$ cat config.mk
export PLATFORM = sky130hd
export DESIGN_NAME = updn_counter_mod
export DESIGN_NICKNAME = d
export VERILOG_FILES = /design/src/rtl/updn_cnt_pkg.sv /design/src/rtl/updn_next_val.sv /design/src/rtl/updn_counter_mod.sv
export SDC_FILE = /design/constraint.sdc
export NUM_CORES = 1
export LEC_CHECK = 0
export BUFFER_PORTS_ARGS = -buffer_cell sky130_fd_sc_hd__buf_2
export CAP_MARGIN = 25
export CORE_AREA = 2 2 39 41
export CTS_CLUSTER_DIAMETER = 60
export DETAILED_ROUTE_END_ITERATION = 16
export DIE_AREA = 0 0 41 43
export MAX_ROUTING_LAYER = met4
export PLACE_DENSITY_LB_ADDON = 0.3
export SETUP_SLACK_MARGIN = 0.2
export SLEW_MARGIN = 20
export SYNTH_ARGS = -nofsm -noshare
export SYNTH_HDL_FRONTEND = slang
export SYNTH_SLANG_ARGS = --single-unit
$ cat constraint.sdc
create_clock -name clk -period 1.8 [get_ports clk]
set_input_delay 0.27 -clock clk [delete_from_list [all_inputs] [get_ports clk]]
set_output_delay 0.27 -clock clk [all_outputs]
set_load 0.01 [all_outputs]
$ cat src/rtl/updn_cnt_pkg.sv
// updn_cnt_pkg: shared direction/mode constants and load clamping for the up/down counter
package updn_cnt_pkg;

    localparam logic DIR_UP    = 1'b0;
    localparam logic DIR_DN    = 1'b1;
    localparam logic MODE_WRAP = 1'b0;
    localparam logic MODE_SAT  = 1'b1;

    // Loaded values above the top count are pulled down to it so q never leaves 0..max
    function automatic logic [31:0] clamp_load(input logic [31:0] value, input logic [31:0] max);
        return (value > max) ? max : value;
    endfunction

endpackage

$ cat src/rtl/updn_next_val.sv
// updn_next_val: combinational next count and boundary flags for the up/down counter
module updn_next_val
    import updn_cnt_pkg::*;
#(
    parameter int unsigned WIDTH   = 4,
    parameter int unsigned MAX_VAL = 2**WIDTH-1
) (
    input  logic [WIDTH-1:0] q,
    input  logic             dir,
    input  logic             sat_mode,
    output logic [WIDTH-1:0] next_q,
    output logic             at_max,
    output logic             at_min
);

    localparam logic [WIDTH-1:0] W_MAX = MAX_VAL[WIDTH-1:0];

    // Boundaries are checked before stepping, so the step itself can never leave 0..MAX_VAL
    always_comb begin
        at_max = (q == W_MAX);
        at_min = (q == '0);
        next_q = (dir == DIR_UP)
               ? (at_max ? ((sat_mode == MODE_SAT) ? W_MAX : '0) : q + WIDTH'(1))
               : (at_min ? ((sat_mode == MODE_SAT) ? '0 : W_MAX) : q - WIDTH'(1));
    end

endmodule

$ cat src/rtl/updn_counter_mod.sv
// updn_counter_mod: modulo up/down counter with load, wrap/saturate, terminal count and
// overflow/underflow pulses; define UPDN_CASCADE_EN to add cin/cout for chaining digits
module updn_counter_mod
    import updn_cnt_pkg::*;
#(
    parameter int unsigned WIDTH   = 4,
    parameter int unsigned MAX_VAL = 2**WIDTH-1,
    parameter int unsigned RST_VAL = 0
) (
    input  logic             clk,
    input  logic             rst,
    input  logic             en,
`ifdef UPDN_CASCADE_EN
    input  logic             cin,
`endif
    input  logic             dir,
    input  logic             sat_mode,
    input  logic             load,
    input  logic [WIDTH-1:0] load_val,
`ifdef UPDN_CASCADE_EN
    output logic             cout,
`endif
    output logic [WIDTH-1:0] q,
    output logic             tc,
    output logic             ovf,
    output logic             unf
);

    logic [WIDTH-1:0] r_q;
    logic             r_ovf;
    logic             r_unf;
    logic [WIDTH-1:0] w_next_q;
    logic [WIDTH-1:0] w_load_q;
    logic             w_at_max;
    logic             w_at_min;
    logic             w_en;

`ifdef UPDN_CASCADE_EN
    assign w_en = en & cin;
    assign cout = tc;
`else
    assign w_en = en;
`endif

    assign w_load_q = WIDTH'(clamp_load(32'(load_val), 32'(MAX_VAL)));

    updn_next_val #(
        .WIDTH   (WIDTH),
        .MAX_VAL (MAX_VAL)
    ) u_next (
        .q        (r_q),
        .dir      (dir),
        .sat_mode (sat_mode),
        .next_q   (w_next_q),
        .at_max   (w_at_max),
        .at_min   (w_at_min)
    );

    // Count register with load taking priority over enable; boundary pulses last one cycle
    always_ff @(posedge clk or negedge rst) begin
        if (!rst) begin
            r_q   <= WIDTH'(RST_VAL);
            r_ovf <= 1'b0;
            r_unf <= 1'b0;
        end else if (load) begin
            r_q   <= w_load_q;
            r_ovf <= 1'b0;
            r_unf <= 1'b0;
        end else begin
            r_q   <= w_en ? w_next_q : r_q;
            r_ovf <= w_en & (dir == DIR_UP) & w_at_max;
            r_unf <= w_en & (dir == DIR_DN) & w_at_min;
        end
    end

    assign q   = r_q;
    assign ovf = r_ovf;
    assign unf = r_unf;
    assign tc  = w_en & (((dir == DIR_UP) & w_at_max) | ((dir == DIR_DN) & w_at_min));

endmodule
==> results of run 1 <==
registers in the layout (all words and copies together) (netlist names):
register,count
ovf,1
q,4
unf,1
power by group through the flow:
stage	Sequential, W	Combinational [W]	Clock [W]
2_1_floorplan	0.000166	0.000101	0
3_3_place_gp	0.000174	0.000128	0
3_5_place_dp	0.000174	0.000129	0
4_1_cts	0.000178	0.000173	0.000137
5_1_grt	0.000183	0.000198	0.000156
6_report	0.000179	0.000179	0.000136
critical path: stages (launching register included):
cell	delay, ns
dfrtp_2	0.45
inv_4	0.08
ha_4	0.14
nand4bb_4	0.13
a21boi_2	0.13
buf_2	0.13
synth_stat cells:
| cell type | number | area, um^2 |
|---|---|---|
| a21oi_1 | 6 | 30.0 |
| dfrtp_1 | 6 | 150 |
| nand2_1 | 3 | 11.3 |
| nand2b_1 | 3 | 18.8 |
| o21ai_1 | 3 | 15.0 |
| o31ai_1 | 3 | 22.5 |
| a31oi_1 | 2 | 12.5 |
| and2b_1 | 2 | 15.0 |
| buf_6 | 2 | 22.5 |
| ha_1 | 2 | 25.0 |
| inv_1 | 2 | 7.51 |
| nand3_1 | 2 | 10.0 |
| nor2_1 | 2 | 7.51 |
| nor3_1 | 2 | 10.0 |
| a211oi_1 | 1 | 7.51 |
| a21boi_0 | 1 | 7.51 |
| a311o_1 | 1 | 10.0 |
| and3b_2 | 1 | 10.0 |
| buf_2 | 1 | 5.00 |
| clkbuf_1 | 1 | 3.75 |
| inv_2 | 1 | 3.75 |
| mux2_2 | 1 | 11.3 |
| nand3b_1 | 1 | 7.51 |
| nand4b_1 | 1 | 8.76 |
| nand4bb_1 | 1 | 11.3 |
| nor3b_1 | 1 | 7.51 |
| nor4b_1 | 1 | 8.76 |
| o22ai_1 | 1 | 6.26 |
| o311a_1 | 1 | 10.0 |
| o311ai_1 | 1 | 8.76 |
metal layers:
layer	part of all wire [%]	GRT usage [%]	vias up	wire [um]
met1	45	28.2	230	598
met5	0	-	-	0
li1	-	-	258	-
met4	3.7	16.0	0	49
met3	4.7	3.14	4	62
met2	46	25.0	20	616
metrics by stage:
step                hold slack, ns  std cells
CTS                          0.245         94
finish                       0.248         94
detailed placement           0.110         84
floorplan                  -0.0256         56
global route                 0.248         94
global placement             0.107         84
logic make-up after synthesis:
group	synth area share, %
flops	30.9
fa+ha+maj	5.15
mux	2.32
simple gates	26.0
compound gates	26.8
buf+inv	8.76
worst max-delay path by stage:
stage | to | cells past startpoint | startpoint | slack [ns]
3_5_place_dp | tc | 5 | q[1]$_DFFE_PN0P_ | 0.23
4_1_cts | tc | 5 | q[1]$_DFFE_PN0P_ | 0.21
2_1_floorplan | tc | 4 | q[1]$_DFFE_PN0P_ | 0.29
5_1_grt | tc | 5 | q[1]$_DFFE_PN0P_ | 0.13
3_3_place_gp | tc | 5 | q[1]$_DFFE_PN0P_ | 0.27
6_report | tc | 5 | q[1]$_DFFE_PN0P_ | 0.21
final cells by class:
| class | instances | area (um^2) | share of cell area (%) |
|---|---|---|---|
| Inverter | 3 | 16.3 | 2.36 |
| Sequential cell | 6 | 154 | 22.3 |
| Timing Repair Buffer | 23 | 135 | 19.6 |
| Clock buffer | 3 | 22.5 | 3.26 |
| Tap cell | 16 | 20.0 | 2.90 |
| Multi-Input combinational cell | 43 | 343 | 49.6 |
what timing repair did:
action,CTS,global route
resized for setup,12,2
gates cloned,0,0
pin swaps,2,0
hold buffers,1,0
endpoints found under the hold margin,6,0
setup buffers,6,0
endpoints found under the setup margin,1,2
==> flow_summary.ini, run 1 <==
[detailed_routing]
initial_drt_markers = 19
route.detailed.vias_per_inst = 5.45
drtAntennaViolNets = 0
drc_violations = 0
wl_per_cell_um = 14.1
first_pass_iters = 4
postRouteWirelength_um = 1330
dr_total_vias = 512

[placement]
port_buffers = 16
placedInstanceArea_um2 = 554
gpl.final_weighted_congestion = 0.843
pre_cts_ws_ns = 0.230
hpwl_um = 891

[cts]
clk_pin_slew_ns = 0.05
clk_path_buf_depth = 2
clock_insertion_delay_worst_skew_ns = 0.26
cts-htree-levels = 1
tritoncts = done
cts.sink_count = 6
clk_root_buffer_cell = clkbuf_4
number_of_buffers_added_by_the_clock_tree_synthesis_step = 3

[worst_hold_path]
timing.hold.worst_endpoint = q[0]$_DFFE_PN0P_
min-delay-path-class = in -> reg
min-delay-start = load_val[0]
min_delay_path_depth = 3

[worst_setup_path]
required_time_at_the_endpoint_of_the_critical_path_ns = 1.53
critPathLaunchType = register
worst_r2r_endpoint = q[3]$_DFFE_PN0P_
critical_path_peak_fanout = 5
internal_reg_to_reg_setup_slack_ns = 0.26
worstRegToRegCells = 7
endpoint_kind = primary output
cp.arrival_ns = 1.32
r2r-start = q[1]$_DFFE_PN0P_
setup.worst_path.class = reg -> out

[cells_and_area]
fill_cells = 146
drive_above_1_share_pct = 47.4
commonest_cells_after_routing_fill_and_taps_aside = buf_2 (16), a21oi_1 (6), buf_4 (6)
layout_commonest_cell = buf_2
synthesis_to_finish_area_growth_pct = 42.3
fin_nets = 92
finalCoreUtilization_pct = 49.9
antenna-diode-count = 0
stdcell_area_um2 = 691

[flow_run]
cap_violations = 0

[power_and_ir_drop]
seqPwrFrac_pct = 36.3
internal_power_w = 0.000320
switching_share_pct = 35.3
power_density_nw_per_um2 = 715
finalPower_w = 0.000494
power.share.clock_pct = 27.5
p_leak_nw = 0.303
p_comb_share_pct = 36.2
total_switching_power_w = 0.000174
vdd.ir_drop.worst_mv = 0.401

[die]
initial_core_util_pct = 35.1
rows = 14
fp.dieArea_um2 = 1760
fp.coreArea_um2 = 1380
io_pins = 17
die_h_um = 43
floorplan.die.width_um = 41

[synth]
netlist-cell-type-count = 30
netlist_instances = 56
synthesized_netlist_net_count = 68
mappedNetlistArea_um2 = 485
synthesis.yosys.warnings = 0
ys_ff_latch = 6
seq_area_frac_synth_pct = 30.9
postSynthAreaPerCell_um2 = 8.67

[timing]
max_freq_ghz = 0.630
setup_ws_ns = 0.213
fin_tns_setup_ns = 0
slew_violations = 0
rsz0062_at_grt = yes
setup_viol_count_final = 0
timing.clock.skew_ns = 0.00247
min_period_over_period_pct = 88.2
worstMarginPinSlew_ns = 0.337
max_slew_margin_pct = 77.6
hold_viol = 0
timing.final.crit_period_ns = 1.59

[global_route]
vias_in_the_first_global_route = 457
global_route.usage.total_pct = 20.3
largest_net_degree_at_the_start_of_global_routing = 15
grt_overflow = 0
antenna_found_initial = 0
first_pass_grt_wire_length_um = 2200

[status]
status = finished clean
No activity file was read; power rests on OpenSTA's default activity.
==> run 2, diff against run 1 <==
--- a/config.mk
+++ b/config.mk
@@ -9,8 +9,10 @@
 export CAP_MARGIN = 25
 export CORE_AREA = 2 2 39 41
 export CTS_CLUSTER_DIAMETER = 60
+export CTS_CLUSTER_SIZE = 8
 export DETAILED_ROUTE_END_ITERATION = 16
 export DIE_AREA = 0 0 41 43
+export HOLD_SLACK_MARGIN = 0.15
 export MAX_ROUTING_LAYER = met4
 export PLACE_DENSITY_LB_ADDON = 0.3
 export SETUP_SLACK_MARGIN = 0.2
==> constraint.sdc (replaced) <==
create_clock -name clk -period 2.05 [get_ports clk]
set_input_delay 0.3075 -clock clk [delete_from_list [all_inputs] [get_ports clk]]
set_output_delay 0.3075 -clock clk [all_outputs]
set_load 0.01 [all_outputs]
==> run 2 against run 1 <==
  * Worst hold slack improved by 0.047 ns
  * Via count decreased by 4.1%
  * Global-route usage decreased by 4.5 points
  * Critical path depth unchanged
  * Combinational power decreased by 28%
  * Clock-buffer cell count unchanged
  * Die area unchanged
  * Largest cell class unchanged
  * Routed wire length decreased by 8.1%
  * Clock skew increased by 0.0012 ns
  * First-iteration DRC count decreased by 53%
  * Sequential power decreased by 15%
==> flow_summary.ini, run 2 (same netlist as run 1, synthesis figures left out) <==
[timing]
hold_viol = 0
max_slew_margin_pct = 71.6
min_period_over_period_pct = 86.5
worstMarginPinSlew_ns = 0.426
timing.clock.skew_ns = 0.00371
max_freq_ghz = 0.564
setup_viol_count_final = 0
slew_violations = 0
fin_tns_setup_ns = 0
rsz0062_at_grt = no
timing.final.crit_period_ns = 1.77

[die]
io_pins = 17
die_h_um = 43
fp.coreArea_um2 = 1380
rows = 14
fp.dieArea_um2 = 1760
initial_core_util_pct = 35.1
floorplan.die.width_um = 41

[detailed_routing]
first_pass_iters = 4
wl_per_cell_um = 13.8
route.detailed.vias_per_inst = 5.58
dr_total_vias = 491
drtAntennaViolNets = 0
postRouteWirelength_um = 1220
initial_drt_markers = 9
drc_violations = 0

[placement]
gpl.final_weighted_congestion = 0.844
port_buffers = 16
hpwl_um = 887

[cells_and_area]
register_area_um2 = 151
antenna-diode-count = 0
largest_register_ff_count = 4
layout_commonest_cell = buf_2
multi_input_gate_area_um2 = 322
commonest_cells_after_routing_fill_and_taps_aside = buf_2 (16), a21oi_1 (6), dfrtp_1 (5)
finalCoreUtilization_pct = 44.6
fin_nets = 86
drive_above_1_share_pct = 34.7
fill_cells = 144
synthesis_to_finish_area_growth_pct = 27.1

[global_route]
largest_net_degree_at_the_start_of_global_routing = 15
grt_overflow = 0
vias_in_the_first_global_route = 400
antenna_found_initial = 0
first_pass_grt_wire_length_um = 1840
global_route.usage.total_pct = 15.8

[power_and_ir_drop]
vdd.ir_drop.worst_mv = 0.265
power_density_nw_per_um2 = 646
p_leak_nw = 0.275

[worst_setup_path]
endpoint_kind = primary output
required_time_at_the_endpoint_of_the_critical_path_ns = 1.74
cp_slowest_cell = dfrtp_1
critical_path.max_stage_delay_ns = 0.41
critical_path_peak_fanout = 5
crit_end = tc
setup.worst_path.class = reg -> out
worstPathCellList = inv_1 > ha_4 > nand4bb_4 > a21boi_0 > buf_2
first_element_of_the_critical_path = q[1]$_DFFE_PN0P_
internal_reg_to_reg_setup_slack_ns = 0.54
critPathLaunchType = register
worstRegToRegCells = 6
worst_r2r_endpoint = q[3]$_DFFE_PN0P_
cp.arrival_ns = 1.47
r2r-start = q[1]$_DFFE_PN0P_

[status]
status = finished clean

[cts]
cts-htree-levels = 1
cts.sink_count = 6
number_of_buffers_added_by_the_clock_tree_synthesis_step = 3
cts_post_setup_buffers_inserted = 0
clk_path_buf_depth = 2
clk_pin_slew_ns = 0.05
clk_root_buffer_cell = clkbuf_4
clock_insertion_delay_worst_skew_ns = 0.25
tritoncts = done

[worst_hold_path]
min-delay-path-class = in -> reg
min_delay_path_depth = 3

[flow_run]
cap_violations = 0
## run 2: changes by cell type in the layout (fill, tap and decap cells not counted)
cell	change
dfrtp_2	-2
buf_4	-6
ha_1	+1
a21boi_0	+1
dfrtp_1	+2
ha_4	-1
o31ai_1	+1
a21boi_2	-1
inv_1	+1
inv_2	+1
o31ai_2	-1
inv_4	-2
## run 2: worst min path at each step
stage | startpoint | endpoint | slack, ns
floorplan | rst | ovf$_DFF_PN0_ | 0.01
finish | load_val[0] | q[0]$_DFFE_PN0P_ | 0.30
CTS | load_val[0] | q[0]$_DFFE_PN0P_ | 0.30
global route | load_val[1] | q[1]$_DFFE_PN0P_ | 0.30
global placement | rst | ovf$_DFF_PN0_ | 0.14
detailed placement | rst | unf$_DFF_PN0_ | 0.15
## run 2: metrics by stage
| stage | setup slack, ns | area, um^2 | cells | power [W] | hold slack [ns] |
|---|---|---|---|---|---|
| 6_report | 0.276 | 617 | 88 | 0.000399 | 0.295 |
| 2_1_floorplan | 0.504 | 485 | 56 | 0.000234 | 0.0119 |
| 5_1_grt | 0.187 | 617 | 88 | 0.000429 | 0.305 |
| 4_1_cts | 0.208 | 591 | 88 | 0.000387 | 0.296 |
| 3_5_place_dp | 0.465 | 554 | 84 | 0.000267 | 0.153 |
| 3_3_place_gp | 0.486 | 554 | 84 | 0.000265 | 0.144 |
## run 2: area by class of cell
cell class / instances / share of cell area (%)
Clock buffer: 3 / 3.65
Sequential cell: 6 / 24.5
Tap cell: 16 / 3.25
Timing Repair Buffer: 17 / 14.6
Inverter: 3 / 1.83
Multi-Input combinational cell: 43 / 52.1
## run 2: what timing repair did
action	in CTS	in global routing
endpoints found under the setup margin	1	1
endpoints found under the hold margin	6	0
hold buffers	1	0
resized for setup	2	2
## run 2: routing by layer
metal / track usage (%) / share of wire [%]
met3: 1.57 / 4.2
met4: 8.00 / 1.5
met1: 24.3 / 48
met2: 19.7 / 46
met5: - / 0
## run 2: power by group
group | switching, W | total, W | internal [W]
clock | 0.0000495 | 0.000116 | 0.0000667
sequential | 0.0000238 | 0.000153 | 0.000129
combinational | 0.0000654 | 0.000129 | 0.0000641
total | 0.000139 | 0.000399 | 0.000260
## run 2: worst max-delay path: cells and delay by family, from the launching register on
family | cells | cell delay, ns
AO/OA/AOI/OAI | 1 | 0.18
adder cells (fa/ha/maj) | 1 | 0.19
AND/OR/NAND/NOR | 1 | 0.13
flip-flops | 1 | 0.41
buffers and inverters | 2 | 0.31
==> run 3, diff against run 2 <==
--- a/config.mk
+++ b/config.mk
@@ -7,14 +7,16 @@
 export LEC_CHECK = 0
 export BUFFER_PORTS_ARGS = -buffer_cell sky130_fd_sc_hd__buf_2
 export CAP_MARGIN = 25
-export CORE_AREA = 2 2 39 41
+export CELL_PAD_IN_SITES_DETAIL_PLACEMENT = 0
+export CELL_PAD_IN_SITES_GLOBAL_PLACEMENT = 1
+export CORE_MARGIN = 2
+export CORE_UTILIZATION = 36
 export CTS_CLUSTER_DIAMETER = 60
 export CTS_CLUSTER_SIZE = 8
 export DETAILED_ROUTE_END_ITERATION = 16
-export DIE_AREA = 0 0 41 43
 export HOLD_SLACK_MARGIN = 0.15
 export MAX_ROUTING_LAYER = met4
-export PLACE_DENSITY_LB_ADDON = 0.3
+export PLACE_DENSITY_LB_ADDON = 0.25
 export SETUP_SLACK_MARGIN = 0.2
 export SLEW_MARGIN = 20
 export SYNTH_ARGS = -nofsm -noshare
==> run 3 against run 2 <==
  * Combinational power increased by 3%
  * Design area increased by 0.41%
  * Global-route usage increased by 0.84 points
  * Clock skew down 0.0036 ns
  * Worst setup slack improved by 0.033 ns
  * Via count grew 0.81%
  * Critical endpoint unchanged
  * Non-clock buffer count stayed put
  * Sequential share of layout area is 0.10 points higher
  * Routed wire length grew 1.1%
  * Highest routed layer unchanged
  * Core utilization increased by 3.6 points
  * Clock-buffer cell count did not move
  * Die area down 5.9%
==> flow_summary.ini, run 3 (same netlist as run 1, synthesis figures left out) <==
[cts]
clk_pin_slew_ns = 0.04
cts.sink_count = 6
number_of_buffers_added_by_the_clock_tree_synthesis_step = 3
cts_post_setup_buffers_inserted = 0
tritoncts = done
clk_root_buffer_cell = clkbuf_4
clk_path_buf_depth = 2
cts-htree-levels = 1
clock_insertion_delay_worst_skew_ns = 0.24

[power_and_ir_drop]
p_leak_nw = 0.271
finalPower_w = 0.000395
vdd.ir_drop.worst_mv = 0.186
power_density_nw_per_um2 = 637

[timing]
timing.final.crit_period_ns = 1.74
max_freq_ghz = 0.574
rsz0062_at_grt = no
slew_violations = 0
worstMarginPinSlew_ns = 0.431
timing.clock.skew_ns = 0.000108
max_slew_margin_pct = 71.2
hold_viol = 0
setup_viol_count_final = 0
fin_tns_setup_ns = 0
min_period_over_period_pct = 84.9

[cells_and_area]
largest_register_ff_count = 4
antenna-diode-count = 0
synthesis_to_finish_area_growth_pct = 27.6
drive_above_1_share_pct = 38.9
fin_nets = 86
commonest_cells_after_routing_fill_and_taps_aside = buf_2 (16), a21oi_1 (6), dfrtp_1 (4)
layout_commonest_cell = buf_2
fill_cells = 136

[worst_setup_path]
endpoint_kind = primary output
critical_path.n_buffers_inverters = 2
critical-path-top-delay-family = flip-flops
worstPathCellList = inv_2 > ha_4 > nand4bb_4 > a21boi_0 > buf_2
critPathLaunchType = register
critical_path_peak_fanout = 6
cp_slowest_cell = dfrtp_2
required_time_at_the_endpoint_of_the_critical_path_ns = 1.74
internal_reg_to_reg_setup_slack_ns = 0.57
setup.worst_path.class = reg -> out
cp.arrival_ns = 1.43
critical_path.max_stage_delay_ns = 0.45

[worst_hold_path]
min-delay-path-class = in -> reg

[detailed_routing]
route.detailed.vias_per_inst = 5.69
dr_total_vias = 495
drc_violations = 0
first_pass_iters = 4
drtAntennaViolNets = 0
initial_drt_markers = 20
postRouteWirelength_um = 1230
wl_per_cell_um = 14.2

[global_route]
vias_in_the_first_global_route = 404
antenna_found_initial = 0
largest_net_degree_at_the_start_of_global_routing = 15
grt_overflow = 0
global_route.usage.total_pct = 16.6
first_pass_grt_wire_length_um = 1720

[die]
fp.coreArea_um2 = 1280
fp.dieArea_um2 = 1660
floorplan.die.width_um = 40.7
io_pins = 17
rows = 13
die_h_um = 40.7
initial_core_util_pct = 37.8

[status]
status = finished clean

[placement]
hpwl_um = 823
gpl.final_weighted_congestion = 0.909
port_buffers = 16

[flow_run]
cap_violations = 0
==> run 3: cell types whose count changed in the layout (fill, tap and decap cells not counted) <==
cell,before,now
dfrtp_1,5,4
dfrtp_2,1,2
ha_1,1,0
ha_2,0,1
inv_1,2,1
inv_2,1,2
==> run 3: path summary, 6_finish.rpt <==
check / endpoint / startpoint / cells after the start
setup / recovery: tc / q[0]$_DFFE_PN0P_ / 5
hold / removal: q[0]$_DFFE_PN0P_ / load_val[0] / 3
min in group asynchronous: q[2]$_DFFE_PN0P_ / rst / 2
max in group asynchronous: q[0]$_DFFE_PN0P_ / rst / 2
setup reg to reg: q[3]$_DFFE_PN0P_ / q[0]$_DFFE_PN0P_ / 6
hold reg to reg: q[0]$_DFFE_PN0P_ / q[0]$_DFFE_PN0P_ / 3
==> run 3: cell type report <==
cell class | instances | area (um^2) | area share [%]
Timing Repair Buffer | 17 | 90.1 | 14.5
Tap cell | 15 | 18.8 | 3.03
Sequential cell | 6 | 153 | 24.6
Multi-Input combinational cell | 43 | 324 | 52.3
Inverter | 3 | 11.3 | 1.82
Clock buffer | 3 | 22.5 | 3.64
==> run 3: what timing repair did <==
action	4_1_cts	5_1_grt
endpoints found under the hold margin	6	0
setup endpoints to repair	1	1
resized for setup	3	4
hold buffers	1	0
pin swaps	0	0
==> run 3: stage by stage <==
step	hold WS, ns	cell area, um^2	utilization (%)	instances	setup slack, ns
6_report	0.314	619	48.2	87	0.309
5_1_grt	0.332	619	48.2	87	0.225
4_1_cts	0.300	589	45.9	87	0.222
3_5_place_dp	0.134	553	43.0	83	0.439
3_3_place_gp	0.130	553	43.0	83	0.472
2_1_floorplan	0.0119	485	-	56	0.504
==> run 3: metal layers <==
layer  GRT usage (%)  vias to the layer above  wire [um]  part of all wire, %
li1                -                      243          -                    -
met1            21.6                      228        526                   43
met2            22.6                       22        611                   50
met3            2.17                        2         81                  6.6
met4            13.3                        0         13                  1.1
met5               -                        -          0                    0
==> run 3: worst register-to-register path: stages, from the launching register on <==
cell and delay (ns):
dfrtp_2 0.45, inv_2 0.12, ha_4 0.19, and2b_1 0.13
a31oi_1 0.04, o311a_1 0.29, o31ai_1 0.18
==> run 3: where the power goes <==
group	switching [W]	total [W]	internal, W
Combinational	0.0000676	0.000133	0.0000656
Sequential	0.0000255	0.000155	0.000130
Clock	0.0000401	0.000106	0.0000661
Total	0.000133	0.000395	0.000262
